File: config.mk
export PLATFORM = sky130hd
export DESIGN_NAME = spart_rx_fifo
export DESIGN_NICKNAME = d
export VERILOG_FILES = /design/src/rtl/spart_pkg.sv /design/src/rtl/spart_fifo_ram.sv /design/src/rtl/spart_rx_fifo.sv
export SDC_FILE = /design/constraint.sdc
export NUM_CORES = 1
export LEC_CHECK = 0
export ABC_AREA = 1
export CORE_ASPECT_RATIO = 1.1
export CORE_MARGIN = 4
export CORE_UTILIZATION = 40
export DETAILED_ROUTE_END_ITERATION = 8
export DONT_BUFFER_PORTS = 1
export PLACE_DENSITY = 0.54
export SYNTH_ARGS = -nofsm -noshare
export SYNTH_HDL_FRONTEND = slang
export SYNTH_HIERARCHICAL = 1
export SYNTH_SLANG_ARGS = --single-unit
File: constraint.sdc
create_clock -name clk -period 1.8 [get_ports clk]
set_input_delay 0.18 -clock clk [delete_from_list [all_inputs] [get_ports clk]]
set_output_delay 0.18 -clock clk [all_outputs]
set_load 0.02 [all_outputs]
File: src/rtl/spart_pkg.sv
// Shared definitions for the SPART receive/transmit buffering blocks.
// Holds the character width and the capture-FSM state encoding.
package spart_pkg;

    localparam int SPART_DATA_W = 8;

    typedef enum logic {
        CAP_WAIT = 1'b0,
        CAP_ACK  = 1'b1
    } cap_state_e;

endpackage

File: src/rtl/spart_fifo_ram.sv
// Register-array storage for the SPART FIFOs.
// Synchronous write port, asynchronous read port.
module spart_fifo_ram #(
    parameter int ADDR_W = 4,
    parameter int DATA_W = 8
) (
    input  logic              clk,
    input  logic              we,
    input  logic [ADDR_W-1:0] waddr,
    input  logic [DATA_W-1:0] wdata,
    input  logic [ADDR_W-1:0] raddr,
    output logic [DATA_W-1:0] rdata
);

    logic [DATA_W-1:0] mem_q [2**ADDR_W];

    always_ff @(posedge clk) begin
        if (we) begin
            mem_q[waddr] <= wdata;
        end
    end

    assign rdata = mem_q[raddr];

endmodule

File: src/rtl/spart_rx_fifo.sv
// Receive-side FIFO behind the SPART receiver: captures each rda byte once,
// acknowledges it with clear_rda, and offers a first-word-fall-through read port.
module spart_rx_fifo
    import spart_pkg::*;
#(
    parameter int DEPTH_LOG2 = 4,
    parameter int DATA_W     = SPART_DATA_W
) (
    input  logic                  clk,
    input  logic                  rst,
    input  logic                  rda,
    input  logic [DATA_W-1:0]     rx_data,
    output logic                  clear_rda,
    input  logic                  rd_en,
    output logic [DATA_W-1:0]     dout,
    output logic                  empty,
    output logic                  full,
    output logic [DEPTH_LOG2:0]   count,
    output logic                  overflow,
    input  logic                  clr_overflow,
    output logic                  state_dbg
);

    localparam int                  DEPTH      = 1 << DEPTH_LOG2;
    localparam logic [DEPTH_LOG2:0] FULL_COUNT = (DEPTH_LOG2 + 1)'(DEPTH);

    cap_state_e              state_q, state_d;
    logic [DEPTH_LOG2-1:0]   wr_ptr_q, wr_ptr_d;
    logic [DEPTH_LOG2-1:0]   rd_ptr_q, rd_ptr_d;
    logic [DEPTH_LOG2:0]     count_q, count_d;
    logic                    overflow_q, overflow_d;
    logic                    clear_rda_q, clear_rda_d;

    logic                    empty_w;
    logic                    full_w;
    logic                    wr_fire;
    logic                    rd_fire;
    logic                    drop;

    assign empty_w = (count_q == '0);
    assign full_w  = (count_q == FULL_COUNT);

    // Receiver handshake: rda is a level held until clear_rda is seen; the byte
    // is taken in the WAIT cycle where rda=1, and clear_rda stays high (ACK)
    // until rda falls, so one rda assertion yields exactly one capture.
    always_comb begin
        state_d = state_q;
        wr_fire = 1'b0;
        drop    = 1'b0;
        case (state_q)
            CAP_WAIT: begin
                if (rda) begin
                    // A pop in the same cycle frees the slot being written.
                    if (!full_w || rd_en) begin
                        wr_fire = 1'b1;
                    end else begin
                        drop = 1'b1;
                    end
                    state_d = CAP_ACK;
                end
            end
            CAP_ACK: begin
                if (!rda) begin
                    state_d = CAP_WAIT;
                end
            end
            default: begin
                state_d = CAP_WAIT;
            end
        endcase
    end

    always_comb begin
        rd_fire     = rd_en && !empty_w;
        clear_rda_d = (state_d == CAP_ACK);

        wr_ptr_d = wr_ptr_q;
        if (wr_fire) begin
            wr_ptr_d = wr_ptr_q + 1'b1;
        end

        rd_ptr_d = rd_ptr_q;
        if (rd_fire) begin
            rd_ptr_d = rd_ptr_q + 1'b1;
        end

        count_d = count_q;
        case ({wr_fire, rd_fire})
            2'b10:   count_d = count_q + 1'b1;
            2'b01:   count_d = count_q - 1'b1;
            default: count_d = count_q;
        endcase

        overflow_d = overflow_q;
        if (drop) begin
            overflow_d = 1'b1;
        end else if (clr_overflow) begin
            overflow_d = 1'b0;
        end
    end

    always_ff @(posedge clk) begin
        if (rst) begin
            state_q     <= CAP_WAIT;
            wr_ptr_q    <= '0;
            rd_ptr_q    <= '0;
            count_q     <= '0;
            overflow_q  <= 1'b0;
            clear_rda_q <= 1'b0;
        end else begin
            state_q     <= state_d;
            wr_ptr_q    <= wr_ptr_d;
            rd_ptr_q    <= rd_ptr_d;
            count_q     <= count_d;
            overflow_q  <= overflow_d;
            clear_rda_q <= clear_rda_d;
        end
    end

    spart_fifo_ram #(
        .ADDR_W (DEPTH_LOG2),
        .DATA_W (DATA_W)
    ) u_ram (
        .clk   (clk),
        .we    (wr_fire),
        .waddr (wr_ptr_q),
        .wdata (rx_data),
        .raddr (rd_ptr_q),
        .rdata (dout)
    );

    assign clear_rda = clear_rda_q;
    assign empty     = empty_w;
    assign full      = full_w;
    assign count     = count_q;
    assign overflow  = overflow_q;
    assign state_dbg = state_q;

endmodule

After elaboration in Yosys (flattened, before gate mapping)
Memories as Yosys holds them, arrays and structs flattened. A register that Yosys moved wholly into a read port is not among the register bits.
Cells that the tools add are included.
{"block": "classes", "mux": 14, "n_eq_ne": 3, "reduce_logical": 7, "n_addsub": 4}
{"op": "$mux W1", "n": 11}
{"op": "$pmux W5 S2", "n": 1}
{"op": "$add A4 B1 Y4 const B", "n": 2}
{"op": "$mux W4", "n": 2}
{"op": "$add A5 B1 Y5 const B", "n": 1}
{"op": "$eq A5 B5 Y1 const B", "n": 1}
{"op": "$logic_not A5 Y1", "n": 1}
{"op": "$sub A5 B1 Y5 const B", "n": 1}
{"op": "$reduce_bool A2 Y1", "n": 2}
{"op": "$eq A2 B1 Y1 const B", "n": 1}
{"op": "$eq A2 B2 Y1 const B", "n": 1}
{"op": "$logic_not A1 Y1", "n": 2}
{"op": "$logic_and A1 B1 Y1", "n": 1}
{"op": "$logic_or A1 B1 Y1", "n": 1}
{"block": "totals", "output_inout_bits": 18, "word_cells": 34, "mem_bits_rw": 128, "memories": 1, "regBits": 15, "in_bits": 13}
{"memory": "u_ram.mem_q", "depth": 16, "width": 8, "rd": 1, "rd_clocked_by_memory_dff": 1, "write_ports": 1, "line_no": "spart_fifo_ram.sv:15", "text": "logic [DATA_W-1:0] mem_q [2**ADDR_W];"}

Depth between registers and ports, before layout
{"block": "logic_depth", "ltp_word": 8, "mapped_depth": 13, "depth_no_buf": 13}

Modules after synthesis
Netlist, hierarchy kept.
{"mod": "spart_fifo_ram", "area_per_inst_um2": 5606.6, "cells_each": 543, "seq_area_each_um2": 3843.7, "n_inst": 1}
{"mod": "spart_rx_fifo", "area_per_inst_um2": 887.1, "cells_each": 119, "seq_area_each_um2": 300.3, "n_inst": 1}

Least setup slack after synthesis
OpenSTA, ideal clock, no wires.
{"block": "synth_path", "path_type": "reg2reg", "start": "register count_q[0] (netlist: count[0])", "end": "register count_q[3] (netlist: count[3])", "slack_ns": -0.225, "setup_time_ns": 0.113, "arrival_time_ns": 1.912, "period_less_slack_ns": 2.025, "path_stages_with_launch": 12, "t_required_ns": 1.687, "path_buffers": 0, "cell_sequence": "dfxtp_1 nor2_4 nand4_2 nand2_4 ha_1 ha_1 a21oi_1 nand2_1 nand2_1 nand2_1 o21ai_1 inv_1"}
{"block": "synth_between", "elab_chain_len": 8, "elab_cells_between_ends": 15, "cone_classes": "2 x add/sub; 3 x eq/ne; 4 x mux; 6 x reduce/logical"}
{"element": "from (decl)", "line_no": "spart_rx_fifo.sv:30", "text": "logic [DEPTH_LOG2:0] count_q, count_d;"}
{"element": "from (signal assigned)", "line_no": "spart_rx_fifo.sv:114", "text": "count_q <= count_d;"}
{"element": "$eq A5 B5 Y1", "line_no": "spart_rx_fifo.sv:41", "text": "assign full_w = (count_q == FULL_COUNT);"}
{"element": "$logic_not A1 Y1", "line_no": "spart_rx_fifo.sv:54", "text": "if (!full_w || rd_en) begin"}
{"element": "$logic_or A1 B1 Y1", "line_no": "spart_rx_fifo.sv:54"}
{"element": "$mux W1", "line_no": "spart_rx_fifo.sv:54"}
{"element": "$mux W1", "line_no": "spart_rx_fifo.sv:52", "text": "if (rda) begin"}
{"element": "$mux W1", "line_no": "spart_rx_fifo.sv:50", "text": "case (state_q)"}
{"element": "$eq A2 B1 Y1 / $eq A2 B2 Y1 (equally long branches)", "line_no": "spart_rx_fifo.sv:88", "text": "case ({wr_fire, rd_fire})"}
{"element": "$pmux W5 S2 / $reduce_bool A2 Y1 (equally long branches)"}
Several ways; a longest one is shown, not always the timed one.
A chain may end at the register's enable or synchronous reset.

==> impl_metrics.tcl <==
set metrics [dict create \
    syn_area_um2 6490 \
    fin_crit_ps 1900 \
    worst_slack_ps -97.2 \
    power_frac_seq_pct 33.8 \
    synth_top_area_share_pct 59.2 \
    netSwitchingPower_mw 3.86 \
    cts_sinks 143 \
    rsz0062_at_grt "true" \
    tritoncts "yes" \
    power_density_nw_per_um2 1350 \
    slowest_delay_ps 460 \
    core_area_um2 15800 \
    die_y_um 142 \
    fin_util_pct 53.9 \
    synth_common_cells "nand2_1 (196), edfxtp_1 (128), inv_1 (111)" \
    numCtsBuffers 17 \
    p_leak_nw 3.64 \
    hp-class "input port to register" \
    slew_viol_final 0 \
    fin_tns_setup_ps -622 \
    grt-ovfl-total 0 \
    p_int_mw 7.68 \
    fill_cells 1346 \
    antenna_found_initial 0 \
    gp_congestion 0.763 \
    ys_ff_latch 143 \
    drtPass1Iterations 5 \
    drive_above_1_share_pct 26.0 \
    slowest_stage "dfxtp_4" \
    violations "negative setup slack" \
    io_buffers 0 \
    hold_ws_ps 122 \
    endpoint_kind "primary output" \
    cap_viol_max_count 0 \
    yosysMostFrequentCell "nand2_1" \
    clk_latency_ps 420 \
    syn_nets 682 \
    drt_iter0_drc 438 \
    wl_per_cell_um 18.0 \
    vias 4686 \
    fin_crit_sh_pct 105 \
    fmax_ghz 0.527 \
    worstPathArrival_ps 1720 \
    cts-root-buf "clkbuf_16" \
    path_cells "buf_6 -> clkbuf_16 -> nand2_1 -> nand2_1 -> nand2_1 -> nand3_2 -> nand3_2 -> nand2_4" \
    finalSetupViolations 8 \
    async_reset_ff_share_pct 0 \
    tightest_slew_ps 833 \
    vias_per_cell 5.01 \
    cp.required_ps 1620 \
    die_w_um 129 \
    ys_types 29 \
    dieArea_um2 18300 \
    post-dp-hpwl_um 9360 \
    synth.area.top_cells "edfxtp_1 (59%), nand2_1 (11%), nand3_1 (8.1%), inv_1 (6.4%), dfxtp_1 (4.6%)" \
    skew_ps 5.45 \
    synth_ff_type "edfxtp_1" \
    path_max_fanout 8 \
    grt_pass1_wl_um 24600 \
    avgSynthCellArea_um2 9.81 \
    p_sw_share_pct 33.4 \
    max-vdd-ir-drop_mv 0.773 \
    slew_headroom_pct 44.3 \
    clockPowerShare_pct 29.4 \
    place_inst 871 \
    drt_wl_total_um 16900 \
    hold_viol 0 \
    status "complete, but fails checks" \
    gr-usage-all-layers_pct 17.9 \
    fin_nets 743 \
    path_class "register to primary output" \
    num_io_pins 31 \
    cts.clk_slew.worst_paths_ps 50 \
    yosys.area.top_type "edfxtp_1" \
    stdcell_area_um2 8520 \
    cp-start-kind "register" \
    yosys_warnings 6 \
    cp_num_buf_inv 2 \
    start_util_pct 41.1 \
    syn2layout_area_growth_pct 31.2 \
    dpl_cell_area_um2 6920 \
    crit_family "simple AND/OR/NAND/NOR gates" \
    grt_pass1_vias 4520 \
    drcViolationCount 0 \
    htree_levels 4 \
    p_comb_share_pct 36.8 \
    fin_cells 936 \
    syn_inst 662 \
    seq_area_frac_synth_pct 63.8 \
    cts_buffer_depth 2 \
    synth-edff-count 128 \
    grt_max_degree 33 \
    antenna_cells 0 \
    rows 48 \
    detail-route-antenna-nets 0 \
    critPathMostFrequentCell "nand2_1" \
]
## logic make-up (layout without fill, tap and decap cells)
logic type	count (synthesis)	in the layout	share of synthesized area, %
adders and majority gates	7	7	1.46
AOI/OAI and AO/OA	13	13	1.29
DFF	143	143	63.8
xor gates and xnor gates	7	7	0.944
buffers and inverters	144	218	9.61
and+or+nand+nor	348	348	22.9
## worst paths after layout
check | from | to | slack, ps | cells past startpoint
setup / recovery | rd_ptr_q[0]$_SDFFE_PP0P_ | dout[3] | -100 | 8
hold / removal | rd_en | rd_ptr_q[2]$_SDFFE_PP0P_ | 120 | 4
setup reg to reg | count[3]$_SDFFE_PP0P_ | count[4]$_SDFFE_PP0P_ | 10 | 13
hold reg to reg | count[4]$_SDFFE_PP0P_ | count[4]$_SDFFE_PP0P_ | 530 | 2
## worst reg2reg max path, cell delays in order (launching register included)
cell and delay [ps]:
dfxtp_2 330, nor2_4 140, nand3_2 100, nand2_2 100
inv_4 40, ha_4 180, fa_2 380, inv_2 60
nor2_1 40, nor2_1 90, nand2_1 60, nand2_1 50
nand2_1 50, a21oi_2 100
## power groups by stage
| stage | registers [mW] | logic, mW | clock network (mW) |
|---|---|---|---|
| CTS | 3.89 | 3.49 | 3.44 |
| finish | 3.90 | 4.25 | 3.39 |
| floorplan | 4.01 | 2.04 | 0 |
| global placement | 3.92 | 2.79 | 0 |
| detailed placement | 3.93 | 2.82 | 0 |
| global route | 3.92 | 4.60 | 3.59 |
## area by class of cell
class	count	area, um^2	area share (%)
sequential	143	4160	48.8
timing repair buffer	67	883	10.4
inverter	118	464	5.45
tap	200	250	2.94
timing repair inverter	1	8.76	0.103
clock buffer	23	448	5.26
clock inverter	9	116	1.37
multi-input combinational	375	2190	25.7
## metal layers
metal	vias to the layer above	share of wire (%)	GRT usage (%)
met4	0	3.2	7.00
met2	142	48	28.1
met3	38	4.8	4.22
li1	2256	-	-
met1	2250	44	24.0
met5	-	0	0
## repair_timing
item | in CTS | in global routing
cloned | 5 | 9
buffers inserted | 3 | 3
hold endpoints to repair | 141 | 0
endpoints found under the setup margin | 8 | 12
hold buffers | 13 | 0
pin swaps | 13 | 21
gates resized for setup | 53 | 70
## placed cells by master (no fill, tap or decap), types with 5 or more instances in the layout
| cell | n |
|---|---|
| inv_1 | 109 |
| o21ai_1 | 5 |
| nor2_1 | 37 |
| a21oi_2 | 5 |
| clkbuf_1 | 6 |
| nand3_2 | 46 |
| nand2_1 | 165 |
| dfxtp_1 | 6 |
| xor2_1 | 5 |
| clkbuf_16 | 25 |
| nand3_1 | 56 |
| buf_4 | 31 |
| nand2_2 | 19 |
| dlygate4sd3_1 | 13 |
| buf_16 | 5 |
| buf_12 | 8 |
| edfxtp_1 | 128 |
| nand2_4 | 14 |
| dfxtp_2 | 8 |
## stage by stage
stage                     setup WS [ps]  power [mW]
after floorplan                    28.0        6.05
after global placement             41.9        6.72
after detailed placement           17.4        6.76
after CTS                         -2.99        10.8
after global routing               -156        12.1
final                             -97.2        11.5
## sequential cells by signal, summed over array words and instances (netlist names)
register and flops:
u_ram/mem_q 128, wr_ptr_q 4, count 5, overflow 1
rd_ptr_q 4, clear_rda 1
(Power assumes the default switching activity.)
